===== config.mk =====
export PLATFORM = sky130hd
export DESIGN_NAME = seq_restoring_divider_flat
export DESIGN_NICKNAME = d
export VERILOG_FILES = /design/src/rtl/seq_restoring_divider_if.sv /design/src/rtl/seq_restoring_divider.sv /design/src/flat_wrapper.sv
export SDC_FILE = /design/constraint.sdc
export NUM_CORES = 1
export LEC_CHECK = 0
export CAP_MARGIN = 20
export CORE_ASPECT_RATIO = 1.75
export CORE_UTILIZATION = 55
export CTS_CLUSTER_SIZE = 25
export DETAILED_ROUTE_END_ITERATION = 7
export DONT_BUFFER_PORTS = 1
export PLACE_DENSITY = 0.78
export SKIP_LAST_GASP = 1
export SYNTH_ARGS = -nofsm -noshare
export SYNTH_HDL_FRONTEND = slang
export SYNTH_SLANG_ARGS = --single-unit

===== constraint.sdc =====
create_clock -name clk -period 3.07 [get_ports clk]
set_clock_uncertainty 0.05 [all_clocks]
set_input_delay 0.614 -clock clk [delete_from_list [all_inputs] [get_ports clk]]
set_output_delay 0.614 -clock clk [all_outputs]
set_load 0.02 [all_outputs]

===== src/rtl/seq_restoring_divider_if.sv =====
// ============================================================================
// Module  : seq_restoring_divider_if
// Brief   : start/busy/done handshake and operand/result bus for the divider.
// Revision: 1.0 - initial release
// ============================================================================
`default_nettype none

interface seq_restoring_divider_if #(
    parameter int WIDTH = 8
) ();
    logic             start;
    logic [WIDTH-1:0] dividend;
    logic [WIDTH-1:0] divisor;
    logic             busy;
    logic             done;
    logic [WIDTH-1:0] quotient;
    logic [WIDTH-1:0] remainder;
    logic             div_by_zero;

    modport master (
        output start, dividend, divisor,
        input  busy, done, quotient, remainder, div_by_zero
    );

    modport slave (
        input  start, dividend, divisor,
        output busy, done, quotient, remainder, div_by_zero
    );
endinterface

`default_nettype wire


===== src/rtl/seq_restoring_divider.sv =====
// ============================================================================
// Module  : seq_restoring_divider
// Brief   : Iterative restoring divider, one quotient bit per clock.
//           Define SEQ_DIV_SIGNED_EN for two's-complement operands.
// Revision: 1.0 - initial release
// ============================================================================
`default_nettype none

module seq_restoring_divider #(
    parameter int WIDTH = 8
) (
    input  wire logic               clk,
    input  wire logic               rst_n,
    seq_restoring_divider_if.slave  bus
);
    localparam int CW = (WIDTH > 1) ? $clog2(WIDTH) : 1;

    typedef enum logic [1:0] {
        S_IDLE = 2'd0,
        S_RUN  = 2'd1,
        S_DONE = 2'd2
    } state_t;

    state_t           state_q, state_d;
    logic [WIDTH-1:0] dvd_q, dvd_d;     // dividend bits shift out, quotient bits shift in
    logic [WIDTH-1:0] dvs_q, dvs_d;
    logic [WIDTH-1:0] rem_q, rem_d;
    logic [CW-1:0]    cnt_q, cnt_d;
    logic [WIDTH-1:0] quo_q, quo_d;
    logic [WIDTH-1:0] remo_q, remo_d;
    logic             dbz_q, dbz_d;

    logic [WIDTH:0]   w_shifted;
    logic [WIDTH:0]   w_trial;
    logic [WIDTH-1:0] w_abs_dividend;
    logic [WIDTH-1:0] w_abs_divisor;

`ifdef SEQ_DIV_SIGNED_EN
    logic qneg_q, qneg_d;
    logic rneg_q, rneg_d;

    assign w_abs_dividend = bus.dividend[WIDTH-1] ? (~bus.dividend + 1'b1) : bus.dividend;
    assign w_abs_divisor  = bus.divisor[WIDTH-1]  ? (~bus.divisor + 1'b1)  : bus.divisor;
`else
    assign w_abs_dividend = bus.dividend;
    assign w_abs_divisor  = bus.divisor;
`endif

    assign w_shifted = {rem_q, dvd_q[WIDTH-1]};
    assign w_trial   = w_shifted - {1'b0, dvs_q};

    always_comb begin
        state_d = state_q;
        dvd_d   = dvd_q;
        dvs_d   = dvs_q;
        rem_d   = rem_q;
        cnt_d   = cnt_q;
        quo_d   = quo_q;
        remo_d  = remo_q;
        dbz_d   = dbz_q;
`ifdef SEQ_DIV_SIGNED_EN
        qneg_d  = qneg_q;
        rneg_d  = rneg_q;
`endif
        case (state_q)
            S_IDLE, S_DONE: begin
                state_d = S_IDLE;
                if (bus.start) begin
                    dvd_d = w_abs_dividend;
                    dvs_d = w_abs_divisor;
                    rem_d = '0;
                    cnt_d = CW'(WIDTH - 1);
`ifdef SEQ_DIV_SIGNED_EN
                    qneg_d = bus.dividend[WIDTH-1] ^ bus.divisor[WIDTH-1];
                    rneg_d = bus.dividend[WIDTH-1];
`endif
                    if (bus.divisor != '0) begin
                        state_d = S_RUN;
                    end else begin
                        state_d = S_DONE;
                        quo_d   = '1;
                        remo_d  = bus.dividend;
                        dbz_d   = 1'b1;
                    end
                end
            end
            S_RUN: begin
                // Sign bit of the WIDTH+1-bit trial set means shifted < divisor: restore.
                dvd_d = {dvd_q[WIDTH-2:0], ~w_trial[WIDTH]};
                rem_d = w_trial[WIDTH] ? w_shifted[WIDTH-1:0] : w_trial[WIDTH-1:0];
                cnt_d = cnt_q - 1'b1;
                if (cnt_q == '0) begin
                    state_d = S_DONE;
                    dbz_d   = 1'b0;
`ifdef SEQ_DIV_SIGNED_EN
                    quo_d   = qneg_q ? (~dvd_d + 1'b1) : dvd_d;
                    remo_d  = rneg_q ? (~rem_d + 1'b1) : rem_d;
`else
                    quo_d   = dvd_d;
                    remo_d  = rem_d;
`endif
                end
            end
            default: state_d = S_IDLE;
        endcase
    end

    always_ff @(posedge clk or negedge rst_n) begin
        if (!rst_n) begin
            state_q <= S_IDLE;
            dvd_q   <= '0;
            dvs_q   <= '0;
            rem_q   <= '0;
            cnt_q   <= '0;
            quo_q   <= '0;
            remo_q  <= '0;
            dbz_q   <= 1'b0;
`ifdef SEQ_DIV_SIGNED_EN
            qneg_q  <= 1'b0;
            rneg_q  <= 1'b0;
`endif
        end else begin
            state_q <= state_d;
            dvd_q   <= dvd_d;
            dvs_q   <= dvs_d;
            rem_q   <= rem_d;
            cnt_q   <= cnt_d;
            quo_q   <= quo_d;
            remo_q  <= remo_d;
            dbz_q   <= dbz_d;
`ifdef SEQ_DIV_SIGNED_EN
            qneg_q  <= qneg_d;
            rneg_q  <= rneg_d;
`endif
        end
    end

    assign bus.busy        = (state_q == S_RUN);
    assign bus.done        = (state_q == S_DONE);
    assign bus.quotient    = quo_q;
    assign bus.remainder   = remo_q;
    assign bus.div_by_zero = dbz_q;

endmodule

`default_nettype wire


===== src/flat_wrapper.sv =====
// flat-port wrapper written by rule: the top's interface ports become plain ports
module seq_restoring_divider_flat 
#(
    parameter int WIDTH = 8
)
  (clk, rst_n, bus_start, bus_dividend, bus_divisor, bus_busy, bus_done, bus_quotient, bus_remainder, bus_div_by_zero);
  seq_restoring_divider_if #(.WIDTH(WIDTH)) bus_i ();
  input  wire logic clk;
  input  wire logic rst_n;
  input wire logic [$bits(bus_i.start)-1:0] bus_start;
  input wire logic [$bits(bus_i.dividend)-1:0] bus_dividend;
  input wire logic [$bits(bus_i.divisor)-1:0] bus_divisor;
  output wire logic [$bits(bus_i.busy)-1:0] bus_busy;
  output wire logic [$bits(bus_i.done)-1:0] bus_done;
  output wire logic [$bits(bus_i.quotient)-1:0] bus_quotient;
  output wire logic [$bits(bus_i.remainder)-1:0] bus_remainder;
  output wire logic [$bits(bus_i.div_by_zero)-1:0] bus_div_by_zero;
  assign bus_i.start = bus_start;
  assign bus_i.dividend = bus_dividend;
  assign bus_i.divisor = bus_divisor;
  assign bus_busy = bus_i.busy;
  assign bus_done = bus_i.done;
  assign bus_quotient = bus_i.quotient;
  assign bus_remainder = bus_i.remainder;
  assign bus_div_by_zero = bus_i.div_by_zero;
  seq_restoring_divider #(.WIDTH(WIDTH)) u_core (.clk(clk), .rst_n(rst_n), .bus(bus_i));
endmodule

# Yosys cells after proc, flatten, opt, wreduce, memory -nomap -nowiden
# Index checks and enable logic that the tools add are counted.
[totals]
inputBits = 19
regBits = 46
out_inout_bits = 19
wordCells = 47
[op_classes]
n_reduce_logical = 8
n_eq_ne = 5
bitwise = 1
mux = 23
addsub = 2
[op_table]
columns = ["operator", "n"]
rows = [
  ["two-way mux 8 bit", 9],
  ["one-hot mux 8 bit (2 select lines)", 4],
  ["subtractor 9 x 8 -> 9 bit", 1],
  ["nonzero test 8 bit", 1],
  ["two-way mux 2 bit", 3],
  ["one-hot mux 3 bit (2 select lines)", 1],
  ["inequality test 2 bit (second input constant)", 2],
  ["one-hot mux 2 bit (2 select lines)", 1],
  ["AND reduction 2 bit", 2],
  ["AND reduction 4 bit", 1],
  ["zero test 3 bit", 1],
  ["two-way mux 1 bit", 3],
  ["two-way mux 3 bit", 1],
  ["subtractor 3 x 1 -> 3 bit (second input constant)", 1],
  ["== test 2 x 1 -> 1 bit (second input constant)", 1],
  ["== test 2 bit (second input constant)", 1],
  ["zero test 2 bit", 1],
  ["inequality test 2 x 1 -> 1 bit (second input constant)", 1],
  ["one-hot mux 1 bit (2 select lines)", 1],
  ["nonzero test 2 bit", 1],
  ["OR reduction 2 bit", 1],
  ["NOT 1 bit", 1],
]

# Longest topological paths before layout
# Gate-level depths: netlist (run 1).
[logic_depth]
depth_word = 4
mapped_depth = 11

# Worst setup path after synthesis (run 1)
# Ideal clock, no wire load.
[synth_timing]
path_kind = "register to register"
from = "register u_core.dvd_q[7]"
to = "register u_core.remo_q[0], in the netlist u_core.bus.remainder[0]"
setup_time_ns = 0.094
n_path_buf = 0
synth_period_minus_slack_ns = 2.329
arrival_time_ns = 2.185
slack_ns = 0.741
path_stages_with_launch = 11
cell_sequence = "dfrtp_1 -> inv_1 -> ha_1 -> inv_1 -> fa_1 -> a21oi_1 -> o211ai_1 -> nand2_2 -> xor2_2 -> mux2_2 -> a221oi_2"
[synth_between]
elab_chain_cells = 4
[synth_lines]
columns = ["item", "line_no", "text"]
rows = [
  ["start, declared", "seq_restoring_divider.sv:25", "logic [WIDTH-1:0] dvd_q, dvd_d;"],
  ["start signal, assigned", "seq_restoring_divider.sv:124", "dvd_q <= dvd_d;"],
  ["subtractor 9 x 8 -> 9 bit", "seq_restoring_divider.sv:50", "assign w_trial = w_shifted - {1'b0, dvs_q};"],
  ["two-way mux 8 bit (*)", "seq_restoring_divider.sv:90", "rem_d = w_trial[WIDTH] ? w_shifted[WIDTH-1:0] : w_trial[WIDTH-1:0];"],
  ["two-way mux 8 bit (*)", "seq_restoring_divider.sv:92", "if (cnt_q == '0) begin"],
  ["one-hot mux 8 bit (2 select lines) (*)", "seq_restoring_divider.sv:65", "case (state_q)"],
  ["end signal, assigned", "seq_restoring_divider.sv:129", "remo_q <= remo_d;"],
  ["end, declared", "seq_restoring_divider.sv:30", "logic [WIDTH-1:0] remo_q, remo_d;"],
]
# Mark *: on every way between the ends. The rest lies on a longest branch, timed or not. The select of a mux whose other input is x is not followed.
# A chain may end at the register's enable or synchronous reset.

# Worst setup path after layout (run 1)
# Same ends and word-level chain as after synthesis.

==> summary.md, run 1 <==
| Metric | Value |
|---|---|
| Status | completed |
| Highest clock rate | 375 MHz |
| Post-route ant nets | 0 |
| Nets@finish | 273 |
| Setup TNS | 0 ns |
| Clock share of power | 12.7% |
| WP data required | 3.23 ns |
| Cts bufs inserted | 5 |
| Total GRT Usage | 26.1% |
| Die H | 88.0 um |
| Yosys warns | 0 |
| Min cycle time layout | 2.67 ns |
| CTS tree | yes |
| Routed wire length | 5220 um |
| Routed len/inst | 17.9 um |
| Most used DFF post-synth | dfrtp_1 |
| Ant. Diodes | 0 |
| Slack of the worst reg-to-reg path | 0.40 ns |
| Pint | 1.96 mW |
| Power share of the combinational group | 52.4% |
| Remaining DRCs | 0 |
| CTS sink cnt | 46 |
| DRT Pass-1 Iters | 4 |
| Final period util | 86.8% |
| PD cells | 1430 nW/um^2 |
| CP Capture Type | flop |
| Cell Rows | 30 |
| I/O pin count | 38 |
| Routed via count | 1733 |
| Final Hold Vio Count | 0 |
| Pleak | 1.12 nW |
| Register Area | 1150 um^2 |
| Sequential fraction of the synthesis area | 49.5% |
| CTS Root Cell | clkbuf_8 |
| Share of layout cells above drive strength 1 | 8.61% |
| Hold slack | 0.0827 ns |
| Synth-to-Final Area Change | 7.54% |
| Slew Viols, Final | 0 |
| Yosys reg bits | 46 |
| Worst skew pair latency | 0.31 ns |
| CP arrival | 2.82 ns |
| Global-route wire length before repair | 8470 um |
| Synth unique cells | 41 |
| Max Cap Viol | 0 |
| Top cells by area, synth | dfrtp_1 50%, nand2_1 6.5%, ha_1 5.4%, nor2_1 4.4%, o21ai_0 4.1% |
| Core area | 3940 um^2 |
| EDFF count, synth | 0 |
| Drt first-iter violations | 23 |
| Multi-input gate area | 1060 um^2 |
| Synthesized Nets | 273 |
| Worst Hold Class | primary input to asynchronous set/reset pin |
| Synth top area share | 49.5% |
| CTS H-tree depth | 2 |
| # setup viols final | 0 |
| Setup bufs post-CTS | 0 |
| Clk pin slew, worst setup/hold paths | 0.09 ns |
| CTS Buffer Depth | 2 |
| DR vias/cell | 5.93 |
| Initial Util | 59.0% |
| Critical-path maximum fanout | 6 |
| Dominant cell type by area after synthesis | dfrtp_1 |
| Port buffer count | 0 |
| Post-Synthesis Cell Area | 2320 um^2 |
| Antenna violations before repair | 0 |
| Final HPWL DP | 3870 um |
| Crit path kind | flop to flop |
| VDD IR-drop max | 1.02 mV |
| Mean post-synth cell area | 9.56 um^2 |
| Die width | 51.1 um |
| NetSw | 1.61 mW |
| Routability cong. | 0.925 |
| Sw frac | 45.0% |
| Sequential share of power | 34.9% |
| Worst-Margin Slew | 0.856 ns |
| Syn Inst Count | 243 |
| CP Launch Type | flop |
| Fillers | 365 |
| Rel. slew slack | 42.7% |
| Placed cells | 283 |
| Die Area | 4500 um^2 |
| Largest net degree at the start of global routing | 47 |
| Vias in the first global route | 1775 |
| Final Instance Count excl. Fillers | 292 |
| Asr flop ratio synth | 100% |
| Gr ovfl total | 0 |
| RSZ-0062 raised after global routing | false |
## registers in the layout, summed over array words and instances, names as in the netlist
signal	count
u_core.rem_q	8
u_core.bus.quotient	8
u_core.state_q	2
u_core.dvd_q	8
u_core.dvs_q	8
u_core.bus.remainder	8
u_core.bus.div_by_zero	1
u_core.cnt_q	3
## what timing repair did
action,4_1_cts,5_1_grt
endpoints found under the hold margin,46,0
gates resized for setup,0,0
hold buffers,1,0
## area by class of cell
type                       count  area share [%]
clock buffer                   6            2.90
clock inverter                 2            1.50
inverter                      14            2.10
multi-input combinational    170            42.4
sequential                    46            46.1
tap                           48            2.40
timing repair buffer           6            2.60
## layer usage
layer,routed length [um],up-vias,GRT usage [%]
met5,0,-,0
met4,174,0,13.4
met3,218,14,5.56
met2,2840,39,46.3
met1,1990,836,28.5
li1,-,844,-
## through the flow
stage	area, um^2	total power, mW	utilization (%)	worst slack (ns)
2_1_floorplan	2320	2.70	-	0.741
3_3_place_gp	2360	3.05	59.9	0.559
3_5_place_dp	2360	3.11	59.9	0.402
4_1_cts	2500	3.59	63.4	0.394
5_1_grt	2500	3.83	63.4	0.201
6_report	2500	3.57	63.4	0.405
## kinds of logic after synthesis
kind of cell,count (synthesis),share of synthesized area (%)
and+or+nand+nor,82,15.3
adders and majority gates,11,6.25
DFF,46,49.5
xor gates and xnor gates,5,2.21
AOI/OAI and AO/OA,64,18.3
buffers and inverters,27,4.85
muxes,8,3.55
## worst paths after layout
check / from / to / depth (start not counted)
worst max-delay path: u_core.dvd_q[7] / u_core.bus.remainder[0] / 10
worst min-delay path: rst_n / u_core.dvs_q[7] / 1
worst max register to register: u_core.dvd_q[7] / u_core.bus.remainder[0] / 10
worst min register to register: u_core.dvs_q[0] / u_core.dvs_q[0] / 2
max in group asynchronous: rst_n / u_core.bus.quotient[5] / 1
min in group clk: bus_divisor[6] / u_core.dvs_q[6] / 2
## layout by cell type (no fill, tap or decap), types with 3 or more instances in the layout
cell      synthesis  routed
dfrtp_1          46      46
nand2_1          40      40
nor2_1           27      27
o21ai_0          19      19
inv_1            14      14
a21oi_1          12      12
ha_1             10      10
o22a_1            7       7
mux2i_1           6       6
a31oi_1           6       6
clkbuf_8          0       5
buf_4             0       5
a221oi_1          4       4
nor2b_1           3       3
xnor2_1           3       3
## cells in the mapped netlist (3+ instances only)
cell / instances
dfrtp_1: 46
nand2_1: 40
nor2_1: 27
o21ai_0: 19
inv_1: 14
a21oi_1: 12
ha_1: 10
clkbuf_1: 9
o22a_1: 7
a31oi_1: 6
mux2i_1: 6
a221oi_1: 4
buf_2: 3
nor2b_1: 3
xnor2_1: 3
## power by group through the flow
stage	clock network, mW	logic, mW	registers, mW
after floorplan	0	1.52	1.18
after global placement	0	1.79	1.25
after detailed placement	0	1.85	1.26
after CTS	0.460	1.88	1.25
after global routing	0.476	2.08	1.28
final	0.453	1.87	1.25
## worst max-delay path: stages, from the launching register on
cell	delay, ns
dfrtp_1	0.37
inv_1	0.08
ha_1	0.17
inv_1	0.05
fa_1	0.39
a21oi_1	0.22
o211ai_1	0.16
nand2_2	0.10
xor2_2	0.30
mux2_2	0.40
a221oi_2	0.26
Note: power is estimated with default switching activity, not from simulation.
==> run 2: changes to the inputs <==
--- a/config.mk
+++ b/config.mk
@@ -7,11 +7,11 @@
 export LEC_CHECK = 0
 export CAP_MARGIN = 20
 export CORE_ASPECT_RATIO = 1.75
-export CORE_UTILIZATION = 55
+export CORE_UTILIZATION = 62
 export CTS_CLUSTER_SIZE = 25
 export DETAILED_ROUTE_END_ITERATION = 7
 export DONT_BUFFER_PORTS = 1
-export PLACE_DENSITY = 0.78
+export PLACE_DENSITY = 0.86
 export SKIP_LAST_GASP = 1
 export SYNTH_ARGS = -nofsm -noshare
 export SYNTH_HDL_FRONTEND = slang
==> constraint.sdc (replaced) <==
create_clock -name clk -period 3 [get_ports clk]
set_clock_uncertainty 0.05 [all_clocks]
set_input_delay 0.6 -clock clk [delete_from_list [all_inputs] [get_ports clk]]
set_output_delay 0.6 -clock clk [all_outputs]
set_load 0.02 [all_outputs]
==> summary.md, run 2 (synthesis results as in run 1) <==
| Metric | Value |
|---|---|
| Hold slack | 0.0870 ns |
| Most frequent cells in the layout | 46 x dfrtp_1, 40 x nand2_1, 27 x nor2_1 |
| Worst path slowest cell | fa_1 |
| CTS Root Cell | clkbuf_8 |
| CP Capture Type | flop |
| Max Cap Viol | 0 |
| CTS H-tree depth | 2 |
| Routed wire length | 5080 um |
| PD cells | 1440 nW/um^2 |
| Busiest grt layer | met2 |
| Cell Rows | 29 |
| Total GRT Usage | 29.6% |
| CTS Buffer Depth | 2 |
| Routed len/inst | 17.4 um |
| Slack of the worst reg-to-reg path | 0.39 ns |
| Status | completed |
| Final Hold Vio Count | 0 |
| GRT met2 Usage | 46.9% |
| Drt first-iter violations | 41 |
| Remaining DRCs | 0 |
| Gr ovfl total | 0 |
| Worst-Margin Slew | 0.781 ns |
| VDD IR-drop max | 0.879 mV |
| Nets@finish | 274 |
| Final Instance Count excl. Fillers | 291 |
| Post-route ant nets | 0 |
| Antenna violations before repair | 0 |
| Final HPWL DP | 3820 um |
| Synth-to-Final Area Change | 6.73% |
| Critical path's largest stage delay | 0.40 ns |
| Die Area | 4010 um^2 |
| # setup viols final | 0 |
| Routed via count | 1748 |
| Share of layout cells above drive strength 1 | 8.98% |
| Placed cells | 282 |
| Setup TNS | 0 ns |
| Setup bufs post-CTS | 0 |
| CP arrival | 2.79 ns |
| Slew Viols, Final | 0 |
| I/O pin count | 38 |
| Clk pin slew, worst setup/hold paths | 0.09 ns |
| CTS tree | yes |
| Grt met3 use | 6.96% |
| DR vias/cell | 6.01 |
| Die H | 83.0 um |
| Routability cong. | 0.931 |
| CP Cell Sequence | inv_1 -> ha_1 -> inv_1 -> fa_1 -> a21oi_1 -> o211ai_1 -> nand2_2 -> xor2_2 -> buf_4 -> mux2_2 -> a21oi_1 |
| Critical-path maximum fanout | 11 |
| Fillers | 271 |
| CTS sink cnt | 46 |
| Vias in the first global route | 1761 |
| WP data required | 3.17 ns |
| Cts bufs inserted | 5 |
| Pleak | 1.12 nW |
| Rel. slew slack | 47.8% |
| CP Launch Type | flop |
| Largest net degree at the start of global routing | 47 |
| Final period util | 87.2% |
| Die width | 48.3 um |
| Min cycle time layout | 2.61 ns |
| Core area | 3590 um^2 |
| Global-route wire length before repair | 8350 um |
| Most common cell after layout, fill and taps aside | dfrtp_1 |
| Met1 usage | 35.9% |
| Highest clock rate | 382 MHz |
| Crit path kind | flop to flop |
| RSZ-0062 raised after global routing | false |
| Port buffer count | 0 |
| Ant. Diodes | 0 |
| Worst skew pair latency | 0.30 ns |
| DRT Pass-1 Iters | 4 |
| Initial Util | 64.7% |
| Total Power | 3.58 mW |
| Worst Hold Class | primary input to asynchronous set/reset pin |
[run 2: cell types whose count changed in the layout (fill, tap and decap cells not counted)]
cell,delta
bufinv_16,-1
clkinvlp_4,-1
clkinv_4,+1
buf_4,+1
clkinv_2,+1
[run 2: worst paths after layout]
path                                 start                 endpoint  depth (start not counted)
max                        u_core.dvd_q[7]  u_core.bus.remainder[2]                         11
min                                  rst_n  u_core.bus.remainder[4]                          1
max reg2reg                u_core.dvd_q[7]  u_core.bus.remainder[2]                         11
min reg2reg                u_core.dvs_q[0]          u_core.dvs_q[0]                          2
max in group asynchronous            rst_n          u_core.cnt_q[2]                          1
min in group clk            bus_divisor[0]          u_core.dvs_q[0]                          2
[run 2: layer usage]
metal / up-vias / routed length [um]
met1: 839 / 1930
met5: - / 0
met4: 0 / 186
li1: 841 / -
met3: 17 / 274
met2: 51 / 2680
[run 2: worst max-delay path, delay by kind of cell, from the launching register on]
kind,cells,cell delay (ns)
fa+ha+maj,2,0.56
xor+xnor,1,0.18
simple gates,1,0.11
buf+inv,3,0.37
mux,1,0.36
compound gates,3,0.54
flops,1,0.36
[run 2: per-stage QoR]
| step | setup slack, ns | area [um^2] | utilization (%) |
|---|---|---|---|
| floorplan | 0.671 | 2320 | - |
| global placement | 0.571 | 2370 | 65.9 |
| detailed placement | 0.419 | 2370 | 65.9 |
| CTS | 0.413 | 2480 | 69.0 |
| global route | 0.177 | 2480 | 69.0 |
| finish | 0.385 | 2480 | 69.0 |
[run 2: report_power, final]
| group | leakage [nW] | switching (mW) | internal [mW] |
|---|---|---|---|
| Combinational | 0.540 | 1.10 | 0.834 |
| Clock | 0.0452 | 0.205 | 0.164 |
| Sequential | 0.532 | 0.348 | 0.931 |
[run 2: what timing repair did]
action                     in CTS  in global routing
setup endpoints to repair       0                  0
hold endpoints to repair       46                  0
resized for setup               0                  0
hold buffers                    1                  0
[run 2: final cells by class]
type | instances | area [um^2] | share of cell area [%]
clock buffer | 6 | 72.6 | 2.93
timing repair buffer | 7 | 72.6 | 2.93
multi-input combinational | 170 | 1060 | 42.7
sequential | 46 | 1150 | 46.4
inverter | 14 | 52.6 | 2.12
tap | 46 | 57.6 | 2.32
clock inverter | 2 | 13.8 | 0.555
